**src/rtl/tx_sample_buffer.sv**
```systemverilog
// Elastic sample FIFO between the ANC core output and the I2S DAC transmitter.
// Primes to a fill threshold with mute output, then releases one sample per frame request.
module tx_sample_buffer #(
  parameter int DATA_W    = 16,
  parameter int DEPTH     = 8,
  parameter int PRIME_LVL = 4
) (
  input  logic                     clk,
  input  logic                     rst_n,
  input  logic [DATA_W-1:0]        in_sample_i,
  input  logic                     in_vld_i,
  input  logic                     frame_req_i,
  input  logic                     clr_stats_i,
  output logic [DATA_W-1:0]        out_sample_o,
  output logic                     out_vld_o,
  output logic [$clog2(DEPTH):0]   fill_o,
  output logic                     running_o,
  output logic [7:0]               ovf_cnt_o,
  output logic [7:0]               udf_cnt_o
);

  localparam int AW = $clog2(DEPTH);
  localparam int FW = AW + 1;
  localparam logic [FW-1:0] DEPTH_F = FW'(DEPTH);
  localparam logic [FW-1:0] PRIME_F = FW'(PRIME_LVL);

  typedef enum logic {
    PRIME = 1'b0,
    RUN   = 1'b1
  } state_e;

  state_e            state_q,     state_d;
  logic [DATA_W-1:0] outSample_q, outSample_d;
  logic              outVld_q,    outVld_d;
  logic [FW-1:0]     fill_q,      fill_d;
  logic [AW-1:0]     wrPtr_q,     wrPtr_d;
  logic [AW-1:0]     rdPtr_q,     rdPtr_d;
  logic [7:0]        ovfCnt_q,    ovfCnt_d;
  logic [7:0]        udfCnt_q,    udfCnt_d;

  logic [DATA_W-1:0] mem_q [DEPTH];

  logic doPop;
  logic underflow;
  logic doWrite;
  logic dropWrite;

  // A write into a full FIFO is still accepted when the same cycle pops, since
  // the slot being read frees up; writes never bypass to the output.
  always_comb begin
    doPop     = frame_req_i && (state_q == RUN) && (fill_q != '0);
    underflow = frame_req_i && (state_q == RUN) && (fill_q == '0);
    doWrite   = in_vld_i && ((fill_q != DEPTH_F) || doPop);
    dropWrite = in_vld_i && !doWrite;

    state_d     = state_q;
    outSample_d = outSample_q;
    outVld_d    = frame_req_i;
    fill_d      = fill_q;
    wrPtr_d     = wrPtr_q;
    rdPtr_d     = rdPtr_q;
    ovfCnt_d    = ovfCnt_q;
    udfCnt_d    = udfCnt_q;

    case (state_q)
      PRIME: begin
        if (frame_req_i) begin
          outSample_d = '0;
        end
        if (fill_q >= PRIME_F) begin
          state_d = RUN;
        end
      end
      RUN: begin
        if (doPop) begin
          outSample_d = mem_q[rdPtr_q];
        end else if (underflow) begin
          state_d = PRIME;
        end
      end
      default: state_d = PRIME;
    endcase

    if (doWrite) begin
      wrPtr_d = wrPtr_q + AW'(1);
    end
    if (doPop) begin
      rdPtr_d = rdPtr_q + AW'(1);
    end

    case ({doWrite, doPop})
      2'b10:   fill_d = fill_q + FW'(1);
      2'b01:   fill_d = fill_q - FW'(1);
      default: fill_d = fill_q;
    endcase

    if (clr_stats_i) begin
      ovfCnt_d = '0;
      udfCnt_d = '0;
    end else begin
      if (dropWrite && (ovfCnt_q != 8'hFF)) begin
        ovfCnt_d = ovfCnt_q + 8'd1;
      end
      if (underflow && (udfCnt_q != 8'hFF)) begin
        udfCnt_d = udfCnt_q + 8'd1;
      end
    end
  end

  always_ff @(posedge clk or negedge rst_n) begin
    if (!rst_n) begin
      state_q     <= PRIME;
      outSample_q <= '0;
      outVld_q    <= 1'b0;
      fill_q      <= '0;
      wrPtr_q     <= '0;
      rdPtr_q     <= '0;
      ovfCnt_q    <= '0;
      udfCnt_q    <= '0;
    end else begin
      state_q     <= state_d;
      outSample_q <= outSample_d;
      outVld_q    <= outVld_d;
      fill_q      <= fill_d;
      wrPtr_q     <= wrPtr_d;
      rdPtr_q     <= rdPtr_d;
      ovfCnt_q    <= ovfCnt_d;
      udfCnt_q    <= udfCnt_d;
    end
  end

  // Storage array has no reset; occupancy is tracked entirely by fill_q.
  always_ff @(posedge clk) begin
    if (doWrite) begin
      mem_q[wrPtr_q] <= in_sample_i;
    end
  end

  assign out_sample_o = outSample_q;
  assign out_vld_o    = outVld_q;
  assign fill_o       = fill_q;
  assign running_o    = (state_q == RUN);
  assign ovf_cnt_o    = ovfCnt_q;
  assign udf_cnt_o    = udfCnt_q;

endmodule
```
**config.mk**
```make
export PLATFORM = sky130hd
export DESIGN_NAME = tx_sample_buffer
export DESIGN_NICKNAME = d
export VERILOG_FILES = /design/src/rtl/tx_sample_buffer.sv
export SDC_FILE = /design/constraint.sdc
export NUM_CORES = 1
export LEC_CHECK = 0
export CAP_MARGIN = 20
export CELL_PAD_IN_SITES_DETAIL_PLACEMENT = 0
export CELL_PAD_IN_SITES_GLOBAL_PLACEMENT = 1
export CORE_MARGIN = 4
export CORE_UTILIZATION = 46
export CTS_BUF_LIST = sky130_fd_sc_hd__clkbuf_8
export DETAILED_ROUTE_END_ITERATION = 7
export GPL_TIMING_DRIVEN = 0
export PLACE_DENSITY_LB_ADDON = 0.1
export SLEW_MARGIN = 20
export SYNTH_ARGS = -nofsm -noshare
export SYNTH_HDL_FRONTEND = slang
export SYNTH_SLANG_ARGS = --single-unit
export TNS_END_PERCENT = 50
```
**constraint.sdc**
```tcl
create_clock -name clk -period 2.95 [get_ports clk]
set_input_delay 0.59 -clock clk [delete_from_list [all_inputs] [get_ports clk]]
set_output_delay 0.59 -clock clk [all_outputs]
set_load 0.05 [all_outputs]
```
==> results of run 1 <==
sequential cells by signal, summed over array words and instances (netlist names):
| signal | flops |
|---|---|
| out_vld_o | 1 |
| fill_o | 4 |
| mem_q | 128 |
| rdPtr_q | 3 |
| out_sample_o | 16 |
| ovf_cnt_o | 8 |
| udf_cnt_o | 8 |
| running_o | 1 |
| wrPtr_q | 3 |
worst min path at each step:
stage | from | end | slack [ns] | cells after the start
2_1_floorplan | rst_n | fill_o[0]$_DFFE_PN0P_ | 0.29 | 0
3_3_place_gp | out_sample_o[4]$_DFFE_PN0P_ | out_sample_o[4]$_DFFE_PN0P_ | 0.45 | 2
3_5_place_dp | out_sample_o[1]$_DFFE_PN0P_ | out_sample_o[1]$_DFFE_PN0P_ | 0.45 | 2
4_1_cts | rst_n | udf_cnt_o[6]$_DFFE_PN0P_ | 0.17 | 1
5_1_grt | rst_n | udf_cnt_o[6]$_DFFE_PN0P_ | 0.18 | 1
6_report | rst_n | ovf_cnt_o[5]$_DFFE_PN0P_ | 0.16 | 1
per-stage QoR:
step	power, µW	setup TNS, ns	worst slack (ns)	util [%]
after CTS	7780	0	0.105	56.6
after global routing	8110	0	0.146	56.7
after global placement	6030	-171.49	-1.86	52.9
final	7680	0	0.252	56.7
after detailed placement	6170	-17.63	-0.372	54.0
after floorplan	5220	-1.63	-0.102	-
cell usage after synthesis (2+ instances only):
library cell and n:
nor3_1 6, ha_1 6, clkbuf_1 5, inv_1 6, mux2_2 2, edfxtp_1 128, mux2i_1 4, buf_6 2
nor4_1 2, nand2b_1 4, o21ai_0 8, dfrtp_1 44, a22oi_1 6, or3_1 6, or4_1 2, a22oi_2 10
nand4_1 5, xnor2_1 3, nand2_1 45, buf_2 5, mux4_2 32, nand3_1 6, a21oi_1 13, xor2_1 7
nor2_1 16, o2111ai_1 2, buf_1 2
area by class of cell:
class / instances / area share, %
buffer: 15 / 1.07
clock buffer: 18 / 2.98
clock inverter: 14 / 1.73
inverter: 6 / 0.271
multi-input combinational: 208 / 23.3
sequential: 172 / 59.6
tap: 184 / 2.77
timing repair buffer: 69 / 8.33
per-layer routing:
metal	part of all wire, %	track usage [%]	wire length, µm	vias to the layer above
met5	0	0	0	-
met4	1.1	5.63	161	0
met3	3.5	3.70	499	14
met2	49	28.1	6980	86
met1	46	25.2	6470	1949
li1	-	-	-	1753
power by group through the flow:
stage,logic [µW],registers (µW),clock network [µW]
floorplan,1430,3800,0
global placement,2690,3340,0
CTS,2810,3310,1660
finish,2760,3310,1610
detailed placement,2800,3370,0
global route,2990,3360,1760
layout by cell type, fill, tap and decap left out, drive strengths merged, types with 3 or more instances in the layout:
master / Yosys / routed
nor4: 3 / 3
inv: 6 / 10
buf: 10 / 23
nand2: 45 / 45
edfxtp: 128 / 128
nand2b: 4 / 4
ha: 6 / 6
mux4: 32 / 32
clkinvlp: 0 / 3
mux2i: 4 / 4
a21oi: 13 / 13
clkinv: 0 / 5
nor3: 7 / 7
nor2: 16 / 16
a22oi: 16 / 16
nand3: 6 / 6
clkdlybuf4s50: 0 / 56
xnor2: 3 / 3
xor2: 7 / 7
clkbuf: 5 / 23
o21ai: 9 / 9
dfrtp: 44 / 44
or3: 6 / 6
nand4: 5 / 5
mux2: 3 / 3
what timing repair did:
action	4_1_cts	5_1_grt
setup endpoints to repair	0	28
hold buffers	0	0
gates resized for setup	0	2
cell families after synthesis:
| family | synth area share, % |
|---|---|
| simple gates | 7.50 |
| mux | 11.5 |
| compound gates | 5.52 |
| fa+ha+maj | 1.37 |
| flops | 71.3 |
| xor+xnor | 1.26 |
| buf+inv | 1.61 |
==> impl_summary.log, run 1 <==
[metrics] status: finished clean
[metrics] sum of buffers and inverters on the critical path: 2
[metrics] vias after detailed routing: 3802
[metrics] combinational group share of total power: 35.9%
[metrics] insertion delay of the later-clocked pin in the worst-skew pair: 0.45 ns
[metrics] arrival time of data at the critical path endpoint: 2.86 ns
[metrics] GRT Total Usage: 17.8%
[metrics] sequential group share of total power: 43.1%
[metrics] register clock-pin slew on the reported worst setup and hold paths: 0.08 ns
[metrics] transition time at the pin with the least slew margin: 0.816 ns
[metrics] total of max-cap violations: 0
[metrics] class of the tightest hold or removal check: primary input to asynchronous set/reset pin
[metrics] starting density of the core: 47.4%
[metrics] Finished Layout Cells: 686
[metrics] number of H-tree branching levels: 4
[metrics] Final setup violation count: 0
[metrics] number of search-and-repair iterations in the first detailed-routing pass: 4
[metrics] Site Rows: 44
[metrics] leakage power figure: 0.00294 µW
[metrics] dpl hpwl: 9450 µm
[metrics] cell type with the largest total area after synthesis: edfxtp_1
[metrics] number of primary I/O pins: 59
[metrics] dominant delay contributor by cell family on the critical path: simple AND/OR/NAND/NOR gates
[metrics] clock tree from TritonCTS: done
[metrics] async set-reset flop share out of synthesis: 25.6%
[metrics] Post-synth EDFFs: 128
[metrics] CTS max path bufs: 2
[metrics] Post-layout nets: 517
[metrics] category of the most critical setup path: primary input to register
[metrics] hold violation count in the final report: 0
[metrics] wire length of the first global-routing pass: 22200 µm
[metrics] multi-input combinational cell area: 1930 µm²
[metrics] number of global-route vias before repair: 3892
[metrics] highest fanout seen on the critical path: 9
[metrics] total routed wirelength: 14100 µm
[metrics] reg-to-reg setup timing slack: 0.29 ns
[metrics] Clock Skew: 0.0136 ns
[metrics] capture point of the worst reg-to-reg path: fill_o[3]$_DFFE_PN0P_
[metrics] cells after synthesis: 401
[metrics] number of buffers inserted by port buffering: 57
[metrics] number of antenna violations at the first check in global routing: 0
[metrics] leading post-synthesis cells by cell area: edfxtp_1 55%, dfrtp_1 16%, mux4_2 10%
[metrics] Ant. Diodes: 0
[metrics] share of Yosys cell area claimed by the top area cell type: 55.4%
[metrics] number of DRC markers in iteration 0: 310
[metrics] setup repair after global routing missed its margin: no
[metrics] antenna-violating nets left: 0
[metrics] YS warnings: 0
[metrics] power density of the placed cells: 925 nW/µm²
[metrics] delay of the slowest cell on the worst path: 0.61 ns
[metrics] DR DRC count: 0
[metrics] count of cells along the worst register-to-register path: 9
[metrics] flop and latch count out of synthesis: 172
[metrics] critical path cell sequence: clkdlybuf4s50_1 -> nand2_1 -> a21boi_1 -> nand2_1 -> nor2_2 -> buf_6
[metrics] fraction of layout cells with a size suffix above 1: 22.1%
[metrics] worst slew margin relative to its limit: 45.6%
[metrics] post-synthesis sequential area ratio: 71.3%
[metrics] switching power total: 2710 µW
[metrics] highest-delay cell along the critical path: nor2_2
[metrics] number of clock buffers inserted by TritonCTS: 17
[metrics] Post-CTS Setup Bufs: 0
[metrics] crit share post-route: 91.4%
[metrics] dominant synthesized flop cell: edfxtp_1
[metrics] root buf cell: clkbuf_8
[metrics] final worst hold slack: 0.163 ns
[metrics] average wire per standard cell: 20.6 µm
[metrics] final-report max-slew violation count: 0
[metrics] most numerous cell on the critical path: nand2_1
[metrics] sort of element at the start of the critical path: primary input
[metrics] TritonCTS Sinks: 172
[metrics] Period minus WS final: 2.70 ns
[metrics] die outline area: 17100 µm²
[metrics] nature of the critical path endpoint: register
[metrics] Die Ht: 131 µm
[metrics] Pint: 4970 µW
[metrics] post-synthesis area per instance: 17.3 µm²
[metrics] number of nets in the synthesized netlist: 429
[metrics] Core Footprint: 14600 µm²
[metrics] overflow left after global routing: 0
[metrics] gp weighted congestion: 0.713
[metrics] Netlist Area Pre-Place: 6940 µm²
[metrics] Unique masters post-synth: 51
[metrics] storage element area: 4940 µm²
[metrics] FILL cells: 1132
[metrics] Critical Path Stages: 6
[metrics] power share of the clock group: 21.0%
[metrics] die outline width: 131 µm
[metrics] Worst R2R Start: fill_o[0]$_DFFE_PN0P_
[metrics] Critical Path Start: frame_req_i
[metrics] area growth from synthesis to final layout: 19.7%
[metrics] maximum vdd drop: 475 µV
[metrics] Req. time, crit path: 3.11 ns
[metrics] Vias per Instance: 5.54
[metrics] pin count of the biggest net entering global routing: 45
[metrics] highest clock frequency the design can meet: 0.371 GHz
[metrics] area of all placed cells without fillers: 8300 µm²
[metrics] Worst Setup EP: mem_q[7][8]$_DFFE_PP_
[metrics] Sw Share: 35.3%
[metrics] area after detailed placement: 7900 µm²
[metrics] Placed Instances: 654
(Power assumes the default switching activity.)
==> run 2, diff against run 1 <==
PLACE_DENSITY = 0.9   (was unset)
PLACE_DENSITY_LB_ADDON = unset   (was 0.1)
==> run 2 against run 1 <==
- clock power up 2%
- final area increased by 0.12%
- first-iteration DRC count is 35% higher
==> impl_summary.log, run 2 (synthesized netlist as in run 1, its figures left out) <==
[metrics] CTS max path bufs: 2
[metrics] power density of the placed cells: 933 nW/µm²
[metrics] maximum vdd drop: 664 µV
[metrics] DR DRC count: 0
[metrics] total routed wirelength: 14200 µm
[metrics] hold violation count in the final report: 0
[metrics] leakage power figure: 0.00297 µW
[metrics] Sum Neg Setup Slack: 0 ns
[metrics] dpl hpwl: 9650 µm
[metrics] leading cell type in the layout, fill and taps excluded: edfxtp_1
[metrics] Clock Skew: 0.0102 ns
[metrics] Ant. Diodes: 0
[metrics] overflow left after global routing: 0
[metrics] average wire per standard cell: 20.6 µm
[metrics] arrival time of data at the critical path endpoint: 2.92 ns
[metrics] area of all placed cells without fillers: 8310 µm²
[metrics] status: finished clean
[metrics] Vias per Instance: 5.72
[metrics] number of global-route vias before repair: 4009
[metrics] sort of element at the start of the critical path: primary input
[metrics] highest fanout seen on the critical path: 8
[metrics] fraction of layout cells with a size suffix above 1: 22.3%
[metrics] number of clock buffers inserted by TritonCTS: 17
[metrics] insertion delay of the later-clocked pin in the worst-skew pair: 0.47 ns
[metrics] crit share post-route: 93.3%
[metrics] final worst hold slack: 0.0715 ns
[metrics] area growth from synthesis to final layout: 19.8%
[metrics] root buf cell: clkbuf_8
[metrics] area after detailed placement: 7910 µm²
[metrics] class of the tightest hold or removal check: primary input to asynchronous set/reset pin
[metrics] total of max-cap violations: 0
[metrics] number of primary I/O pins: 59
[metrics] number of buffers inserted by port buffering: 57
[metrics] antenna-violating nets left: 0
[metrics] Hold-fix buffers, CTS: 0
[metrics] number of antenna violations at the first check in global routing: 0
[metrics] number of search-and-repair iterations in the first detailed-routing pass: 8
[metrics] gp weighted congestion: 0.820
[metrics] number of H-tree branching levels: 4
[metrics] worst slew margin relative to its limit: 29.0%
[metrics] Resized Gates After CTS: 0
[metrics] Core Footprint: 14600 µm²
[metrics] clock tree from TritonCTS: done
[metrics] top register by number of flip-flops: mem_q
[metrics] Final setup violation count: 0
[metrics] nature of the critical path endpoint: register
[metrics] commonest cells after routing, fill and taps aside: 128 x edfxtp_1, 56 x clkdlybuf4s50_1, 45 x nand2_1
[metrics] GRT Total Usage: 17.6%
[metrics] Post-CTS Setup Bufs: 0
[metrics] Die Ht: 131 µm
[metrics] category of the most critical setup path: primary input to register
[metrics] Site Rows: 44
[metrics] Post-layout nets: 518
[metrics] final-report max-slew violation count: 0
[metrics] vias after detailed routing: 3933
[metrics] wire length of the first global-routing pass: 21900 µm
[metrics] Req. time, crit path: 3.12 ns
[metrics] setup repair after global routing missed its margin: no
[metrics] highest clock frequency the design can meet: 0.363 GHz
[metrics] FILL cells: 1131
[metrics] transition time at the pin with the least slew margin: 1.06 ns
[metrics] total power consumption of the routed design: 7750 µW
[metrics] number of DRC markers in iteration 0: 419
[metrics] pin count of the biggest net entering global routing: 29
[metrics] flip-flop count of the largest register, all copies and words added: 128
[metrics] Period minus WS final: 2.75 ns
[metrics] TritonCTS Sinks: 172
[metrics] starting density of the core: 47.4%
[metrics] register clock-pin slew on the reported worst setup and hold paths: 0.08 ns
[metrics] die outline width: 131 µm
[metrics] die outline area: 17100 µm²
run 2: changes by cell type in the layout (fill, tap and decap cells not counted), sizes merged:
cell      delta
clkinvlp     -2
buf          +1
clkbuf       +1
clkinv       +1
run 2: path summary, 6_finish.rpt:
path | start | end | slack, ns | cells past startpoint
max | frame_req_i | mem_q[4][3]$_DFFE_PP_ | 0.20 | 7
min | rst_n | ovf_cnt_o[1]$_DFFE_PN0P_ | 0.07 | 1
max reg2reg | fill_o[1]$_DFFE_PN0P_ | fill_o[3]$_DFFE_PN0P_ | 0.22 | 9
min reg2reg | out_sample_o[13]$_DFFE_PN0P_ | out_sample_o[13]$_DFFE_PN0P_ | 0.47 | 2
max in group asynchronous | rst_n | out_sample_o[2]$_DFFE_PN0P_ | 2.35 | 2
min in group clk | out_sample_o[13]$_DFFE_PN0P_ | out_sample_o[13]$_DFFE_PN0P_ | 0.47 | 2
run 2: area by class of cell:
class	instances	area, µm²	share of cell area, %
timing repair buffer	70	702	8.44
clock inverter	13	140	1.69
tap	184	230	2.77
buffer	15	88.8	1.07
inverter	6	22.5	0.271
multi-input combinational	208	1920	23.1
sequential	172	4940	59.5
clock buffer	19	262	3.15
run 2: layer usage:
layer / wire length [µm] / share of wire (%) / vias to the layer above / GRT usage [%]
met1: 6180 / 44 / 1996 / 24.0
met5: 0 / 0 / - / 0
li1: - / - / 1756 / -
met2: 6720 / 47 / 157 / 26.9
met3: 1030 / 7.2 / 24 / 5.20
met4: 238 / 1.7 / 0 / 6.72
run 2: worst max-delay path, stage by stage:
cell and delay (ns):
clkdlybuf4s50_1 0.67, nand2_1 0.20, a21boi_1 0.37, nand2_1 0.23
nor3_2 0.38, buf_4 0.25, buf_4 0.21
run 2: power breakdown:
group	leakage, µW	internal [µW]	switching, µW	total, µW
Clock	0.000211	803	849	1650
Sequential	0.00172	3060	261	3320
Combinational	0.00103	1130	1650	2780
run 2: metrics by stage:
| step | utilization [%] | cells | setup slack (ns) |
|---|---|---|---|
| after floorplan | - | 401 | -0.102 |
| after detailed placement | 54.0 | 655 | -0.444 |
| final | 56.8 | 687 | 0.197 |
| after global placement | 52.9 | 642 | -1.61 |
| after global routing | 56.8 | 687 | 0.0514 |
| after CTS | 56.8 | 687 | 0.0429 |
